### config.mk
export PLATFORM = sky130hd
export DESIGN_NAME = register_file_32x32
export DESIGN_NICKNAME = d
export VERILOG_FILES = /design/src/rtl/register_file_32x32.sv
export SDC_FILE = /design/constraint.sdc
export NUM_CORES = 2
export LEC_CHECK = 0
export CELL_PAD_IN_SITES_DETAIL_PLACEMENT = 0
export CELL_PAD_IN_SITES_GLOBAL_PLACEMENT = 1
export CORE_MARGIN = 8
export CORE_UTILIZATION = 51
export CTS_CLUSTER_SIZE = 24
export DETAILED_ROUTE_END_ITERATION = 16
export PLACE_DENSITY = 0.91
export SETUP_SLACK_MARGIN = 0.5
export SLEW_MARGIN = 20
export SYNTH_ARGS = -nofsm -noshare
export SYNTH_HDL_FRONTEND = slang
export SYNTH_SLANG_ARGS = --single-unit
### constraint.sdc
create_clock -name clk -period 3.25 [get_ports clk]
set_clock_uncertainty 0.15 [all_clocks]
set_input_delay 0.65 -clock clk [delete_from_list [all_inputs] [get_ports clk]]
set_output_delay 0.65 -clock clk [all_outputs]
set_load 0.02 [all_outputs]
### src/rtl/register_file_32x32.sv
// ----------------------------------------------------------------------------
// register_file_32x32
//
// MIPS-style general-purpose register file: 2^ADDR_W registers of DATA_W
// bits. It has two independent combinational read ports and one write port
// that updates on the rising clock edge. Register 0 is hard-wired to zero.
// There is no write-through bypass. A read of the register being written in
// the same cycle returns the old value until the edge.
//
// Ports
//   clk         in   1       single clock; writes happen on its rising edge
//   reset_n     in   1       asynchronous active-low reset, clears all regs
//   RegWrite    in   1       write enable from control
//   write_reg   in   ADDR_W  destination index (from the rt/rd select mux)
//   write_data  in   DATA_W  data to write
//   read_reg1   in   ADDR_W  rs index
//   read_reg2   in   ADDR_W  rt index
//   read_data1  out  DATA_W  contents of register read_reg1
//   read_data2  out  DATA_W  contents of register read_reg2
// ----------------------------------------------------------------------------
module register_file_32x32 #(
    parameter int DATA_W = 32,
    parameter int ADDR_W = 5
) (
    input  logic              clk,
    input  logic              reset_n,
    input  logic              RegWrite,
    input  logic [ADDR_W-1:0] write_reg,
    input  logic [DATA_W-1:0] write_data,
    input  logic [ADDR_W-1:0] read_reg1,
    input  logic [ADDR_W-1:0] read_reg2,
    output logic [DATA_W-1:0] read_data1,
    output logic [DATA_W-1:0] read_data2
);

    localparam int NUM_REGS = 1 << ADDR_W;

    // Register 0 has no storage at all. It is a constant zero on the read
    // side, so a write to it has nothing to land in.
    logic [DATA_W-1:0] regs_q [1:NUM_REGS-1];
    logic [DATA_W-1:0] regs_d [1:NUM_REGS-1];

    // Next-state: hold everything, then overwrite the addressed entry.
    always_comb begin
        // NOTE: defaulting every output of a combinational block first means
        // no path leaves a value unassigned, so no latch is inferred.
        regs_d = regs_q;
        for (int i = 1; i < NUM_REGS; i++) begin
            if (RegWrite && (write_reg == ADDR_W'(i))) begin
                regs_d[i] = write_data;
            end
        end
    end

    always_ff @(posedge clk or negedge reset_n) begin
        if (!reset_n) begin
            // NOTE: this storage must be cleared by reset, because the
            // architecture requires every register to read zero straight out
            // of reset. That rules out mapping it onto a RAM macro without
            // a reset; it is built from flops.
            for (int i = 1; i < NUM_REGS; i++) begin
                regs_q[i] <= '0;
            end
        end else begin
            // NOTE: state updates use non-blocking assignment. Every flop then
            // samples its pre-edge value, and simulation matches hardware.
            regs_q <= regs_d;
        end
    end

    // Combinational read ports. Index 0 falls through to the zero default.
    always_comb begin
        read_data1 = '0;
        read_data2 = '0;
        for (int i = 1; i < NUM_REGS; i++) begin
            if (read_reg1 == ADDR_W'(i)) begin
                read_data1 = regs_q[i];
            end
            if (read_reg2 == ADDR_W'(i)) begin
                read_data2 = regs_q[i];
            end
        end
    end

endmodule

==> results.py, run 1 <==
metrics = {
    "logic_synthesis": {
        "synth_cells": 5289,
        "synthTopCellsByArea": "dfrtp_1 (45%), mux2_2 (21%), o21ai_0 (3.8%)",
        "synth_nets": 5339,
        "ys_types": 90,
        "syn_avg_cell_area_um2": 10.5,
        "yosysTopAreaCell": "dfrtp_1",
        "yosysSeqAreaShare_pct": 44.6,
        "async_flop_share_pct": 100,
        "synth-seq-cells": 992,
        "synth_edf_count": 0,
        "ys.flop_type": "dfrtp_1",
        "syn_area_mm2": 0.0557,
        "yosysTopAreaCellShare_pct": 44.6,
        "ys_warn_count": 0,
    },
    "clock_network": {
        "cts_buffers": 103,
        "cts_root_buf": "clkbuf_16",
        "cts.sinks": 992,
        "htree_levels": 3,
        "clock_path_buffers": 3,
    },
    "timing": {
        "worst_endpoint_kind": "output port",
        "grt-worst-endpoint": "read_data2[12]",
    },
    "placement": {
        "placed_area_mm2": 0.0670,
        "hpwlAfterDp_mm": 196,
        "numPortBuffers": 113,
        "gp_congestion": 1.18,
    },
    "status": {
        "status": "did not finish",
        "error": "[ERROR GRT-0232] Routing congestion too high. Check the congestion heatmap in the GUI.",
        "failing_step": "global routing (5_1_grt)",
    },
    "grt": {
        "grt.total_usage_pct": 74.8,
        "grt_max_degree": 153,
        "grt_antenna_before_repair": 70,
        "overflow": 253,
    },
    "floorplan": {
        "core.rowCount": 121,
        "ios": 114,
        "chipHeight_um": 347,
        "die_w_um": 347,
        "start_util_pct": 51.3,
    },
}
layer usage:
layer | global-route usage (%) | overflow
met1 | 73.3 | 50
met2 | 80.8 | 85
met3 | 73.1 | 38
met4 | 71.1 | 77
met5 | 61.0 | 3
Yosys cell counts, drive strengths merged (11+ instances only):
master / number
nand2b: 39
buf: 304
a32oi: 16
o31ai: 18
nor2: 294
o32ai: 18
mux2: 1047
a221oi: 46
a22oi: 123
mux2i: 145
a211oi: 56
o221ai: 49
or3: 15
o21ai: 436
a21o: 27
nor3: 64
inv: 23
o2bb2ai: 16
nand3: 64
o21a: 11
clkbuf: 222
a22o: 30
nand2: 273
a221o: 24
nand4: 22
a222oi: 22
a31oi: 33
o22a: 12
nor2b: 36
o22ai: 222
o211ai: 48
a21oi: 364
dfrtp: 992
mux4: 12
repair_timing:
| action | 4_1_cts |
|---|---|
| hold buffers | 1 |
| hold endpoints to repair | 19 |
| endpoints found under the setup margin | 64 |
| pin swaps | 282 |
| gates resized for setup | 1146 |
| gates cloned | 16 |
| buffers inserted | 274 |
kinds of logic after synthesis:
group                  Yosys count  synth area share (%)
AO/OA/AOI/OAI                 1658                  19.1
buffers and inverters          550                  4.54
flip-flops                     992                  44.6
multiplexers                  1204                  24.2
AND/OR/NAND/NOR                885                  7.58
metrics by stage:
| step | hold slack [ns] | setup WS [ns] | instances | util [%] |
|---|---|---|---|---|
| after global placement | 0.338 | -1.41 | 7420 | 61.7 |
| after CTS | 0.276 | -0.673 | 7901 | 71.2 |
| after detailed placement | 0.349 | -1.36 | 7420 | 61.7 |
| after floorplan | 0.204 | 0.107 | 5289 | - |
==> inputs of run 2 (changes only) <==
==> config.mk (replaced) <==
export PLATFORM = sky130hd
export DESIGN_NAME = register_file_32x32
export DESIGN_NICKNAME = d
export VERILOG_FILES = /design/src/rtl/register_file_32x32.sv
export SDC_FILE = /design/constraint.sdc
export NUM_CORES = 2
export LEC_CHECK = 0
export CORE_MARGIN = 8
export CORE_UTILIZATION = 40
export DETAILED_ROUTE_END_ITERATION = 16
export PLACE_DENSITY_LB_ADDON = 0.15
export SLEW_MARGIN = 20
export SYNTH_ARGS = -nofsm -noshare
export SYNTH_HDL_FRONTEND = slang
export SYNTH_SLANG_ARGS = --single-unit
==> run 2 against run 1 <==
  * The flow now finishes, with violations (negative setup slack)
  * Synthesized cell count unchanged
  * Area after synthesis unchanged
==> results.py, run 2 <==
metrics = {
    "status": {
        "status": "finished with violations",
        "violations": "negative setup slack",
    },
    "grt": {
        "grt_pass1_wl_mm": 449,
        "grt.total_usage_pct": 41.3,
        "grt_pass1_vias": 55400,
        "grt_antenna_before_repair": 13,
        "overflow": 0,
        "grt_max_degree": 124,
    },
    "logic_synthesis": {
        "synth_nets": 5339,
        "yosysTopAreaCellShare_pct": 44.6,
        "async_flop_share_pct": 100,
        "synth_fa_ha_area_share_pct": 0,
        "syn_area_mm2": 0.0557,
        "ys.flop_type": "dfrtp_1",
        "muxShareOfSynthArea_pct": 24.2,
        "ys_types": 90,
        "synthSimpleGateAreaFrac_pct": 7.58,
        "yosysSeqAreaShare_pct": 44.6,
        "synth_common_cells": "mux2_2 (1044), dfrtp_1 (992), o21ai_0 (423), a21oi_1 (364), nor2_1 (281)",
        "synth-compound-area-share_pct": 19.1,
        "yosysMostFrequentCell": "mux2_2",
        "synth-seq-cells": 992,
        "synthTopCellsByArea": "dfrtp_1 (45%), mux2_2 (21%), o21ai_0 (3.8%)",
        "synth_xor_area_share_pct": 0,
        "yosysTopAreaCell": "dfrtp_1",
        "synth_edf_count": 0,
        "syn_avg_cell_area_um2": 10.5,
        "ys_warn_count": 0,
        "synth_top_family_by_area": "multiplexers",
        "synth_cells": 5289,
    },
    "setup_path": {
        "regToRegStartpoint": "regs_q[319]",
        "worstPathMaxFanout": 2,
        "ff2ff_path_depth": 2,
        "cp.required_ns": 2.45,
        "cpPeakStageDelay_ns": 0.47,
        "critPathBufInv": 3,
        "start_kind": "register",
        "crit_path_top_delay_cell": "a222oi_1",
        "critPathTopFamily": "compound AO/OA/AOI/OAI gates",
        "crit_chain": "mux2_4 > a32oi_4 > o21ai_2 > o221ai_1 > buf_4 > o211ai_1 > a222oi_1 > buf_4 > o21ai_2 > buf_6",
        "r2r_slack_ns": 2.04,
        "reg2reg_to": "regs_q[319]",
        "path_class": "reg2out",
        "cp-end-kind": "primary output",
        "arrival_ns": 3.21,
    },
    "placement": {
        "numPortBuffers": 113,
        "hpwlAfterDp_mm": 236,
        "gp_congestion": 1.07,
    },
    "drt": {
        "wl_mm": 327,
        "drtAntennaViolNets": 0,
        "post_drt_via_cell_ratio": 6.79,
        "drcViolationCount": 0,
        "post_drt_wl_per_cell_um": 38.3,
        "vias": 57900,
        "first_iter_violations": 8615,
        "drtPass1Iterations": 8,
    },
    "timing": {
        "hold_viol_final": 0,
        "slew_viol_final": 0,
        "whs_ns": 0.314,
        "fin_crit_sh_pct": 123,
        "rsz0062_at_grt": "yes",
        "finalCriticalPeriod_ns": 4.01,
        "max_freq_mhz": 250,
        "setup_viol": 64,
        "final.setup.worst_slack_ns": -0.758,
        "slew_headroom_pct": 43.3,
        "tightest_slew_ns": 0.842,
    },
    "floorplan": {
        "die-area_mm2": 0.151,
        "core.rowCount": 137,
        "ios": 114,
        "start_util_pct": 40.1,
        "die_w_um": 389,
        "chipHeight_um": 389,
        "coreArea_mm2": 0.139,
    },
    "layout": {
        "top_register": "regs_q",
        "final_cell_mix": "buf_4 (1043), mux2_2 (1041), dfrtp_1 (989)",
        "utilization_pct": 59.6,
        "reg_top3": "regs_q x992",
        "largest_reg_flops": 992,
        "layout-drive-gt1-share_pct": 54.7,
        "layout.nets": 6670,
        "area_growth_pct": 48.6,
        "final_common_cell": "buf_4",
    },
    "clock_network": {
        "htree_levels": 3,
        "clkLatencyLatePin_ns": 0.78,
        "clock_path_buffers": 3,
        "cts_tree": "done",
        "clk_pin_slew_ns": 0.06,
        "cts_buffers": 115,
        "cts.sinks": 992,
        "cts_root_buf": "clkbuf_16",
    },
    "job": {
        "maxCapViolCount": 0,
    },
    "power_and_ir_drop": {
        "leakagePower_nw": 36.4,
        "power_density_mw_per_mm2": 507,
        "ir_drop_mv": 0.435,
    },
    "min_path": {
        "hold_path_class": "in2async",
    },
}
## run 2: cell counts after synthesis
No cell type changed its count.
## run 2: stage by stage
step	setup slack (ns)	std cells	instance area [um^2]	power, W	TNS, ns
final	-0.758	8534	82800	0.0420	-31.86
after global placement	-1.65	7948	68000	0.0257	-71.83
after global routing	-0.782	8518	82800	0.0430	-32.54
after floorplan	0.00618	5289	55800	0.0209	0
after detailed placement	-1.60	7948	68000	0.0259	-71.61
after CTS	-0.724	8408	79600	0.0410	-28.60
## run 2: kinds of logic (layout without fill, tap and decap cells)
kind of cell           after synthesis  in the layout
other                                0             16
AND/OR/NAND/NOR                    885            885
flip-flops                         992            992
AO/OA/AOI/OAI                     1658           1658
buffers and inverters              550           1972
multiplexers                      1204           1204
## run 2: worst max-delay path by stage
stage / from / end / slack (ns) / depth (start not counted)
6_report: regs_q[881] / read_data1[17] / -0.76 / 10
5_1_grt: regs_q[881] / read_data1[17] / -0.78 / 10
4_1_cts: regs_q[881] / read_data1[17] / -0.72 / 10
3_5_place_dp: read_reg2[3] / read_data2[1] / -1.60 / 10
3_3_place_gp: read_reg2[3] / read_data2[1] / -1.65 / 10
2_1_floorplan: read_reg2[1] / read_data2[4] / 0.006 / 10
## run 2: layer usage
metal | GRT usage (%) | vias up | routed length, um
met1 | 53.8 | 29300 | 122000
met3 | 12.0 | 1342 | 41400
met5 | 0 | - | 46
met4 | 27.0 | 2 | 28500
li1 | - | 22700 | -
met2 | 59.5 | 4619 | 134000
## run 2: layout make-up
cell class / instances / area, um^2
fill: 11600 / 56000
inverter: 24 / 116
clock buffer: 160 / 3330
multi-input combinational: 3747 / 33500
clock inverter: 48 / 677
antenna: 16 / 40.0
timing repair buffer: 1740 / 18100
tap: 1807 / 2260
sequential: 992 / 24800
## run 2: where the power goes
| group | switching [W] | leakage, nW | internal (W) |
|---|---|---|---|
| sequential | 0.00273 | 12.7 | 0.0148 |
| clock | 0.00585 | 1.95 | 0.00810 |
| combinational | 0.00527 | 21.8 | 0.00523 |
| total | 0.0139 | 36.4 | 0.0281 |
## run 2: repair_timing
action,in CTS,in global routing
resized for setup,1374,514
hold endpoints to repair,14,0
endpoints found under the setup margin,64,64
gates cloned,15,1
hold buffers,1,0
pin swaps,282,319
setup buffers,272,161
(Power assumes the default switching activity.)
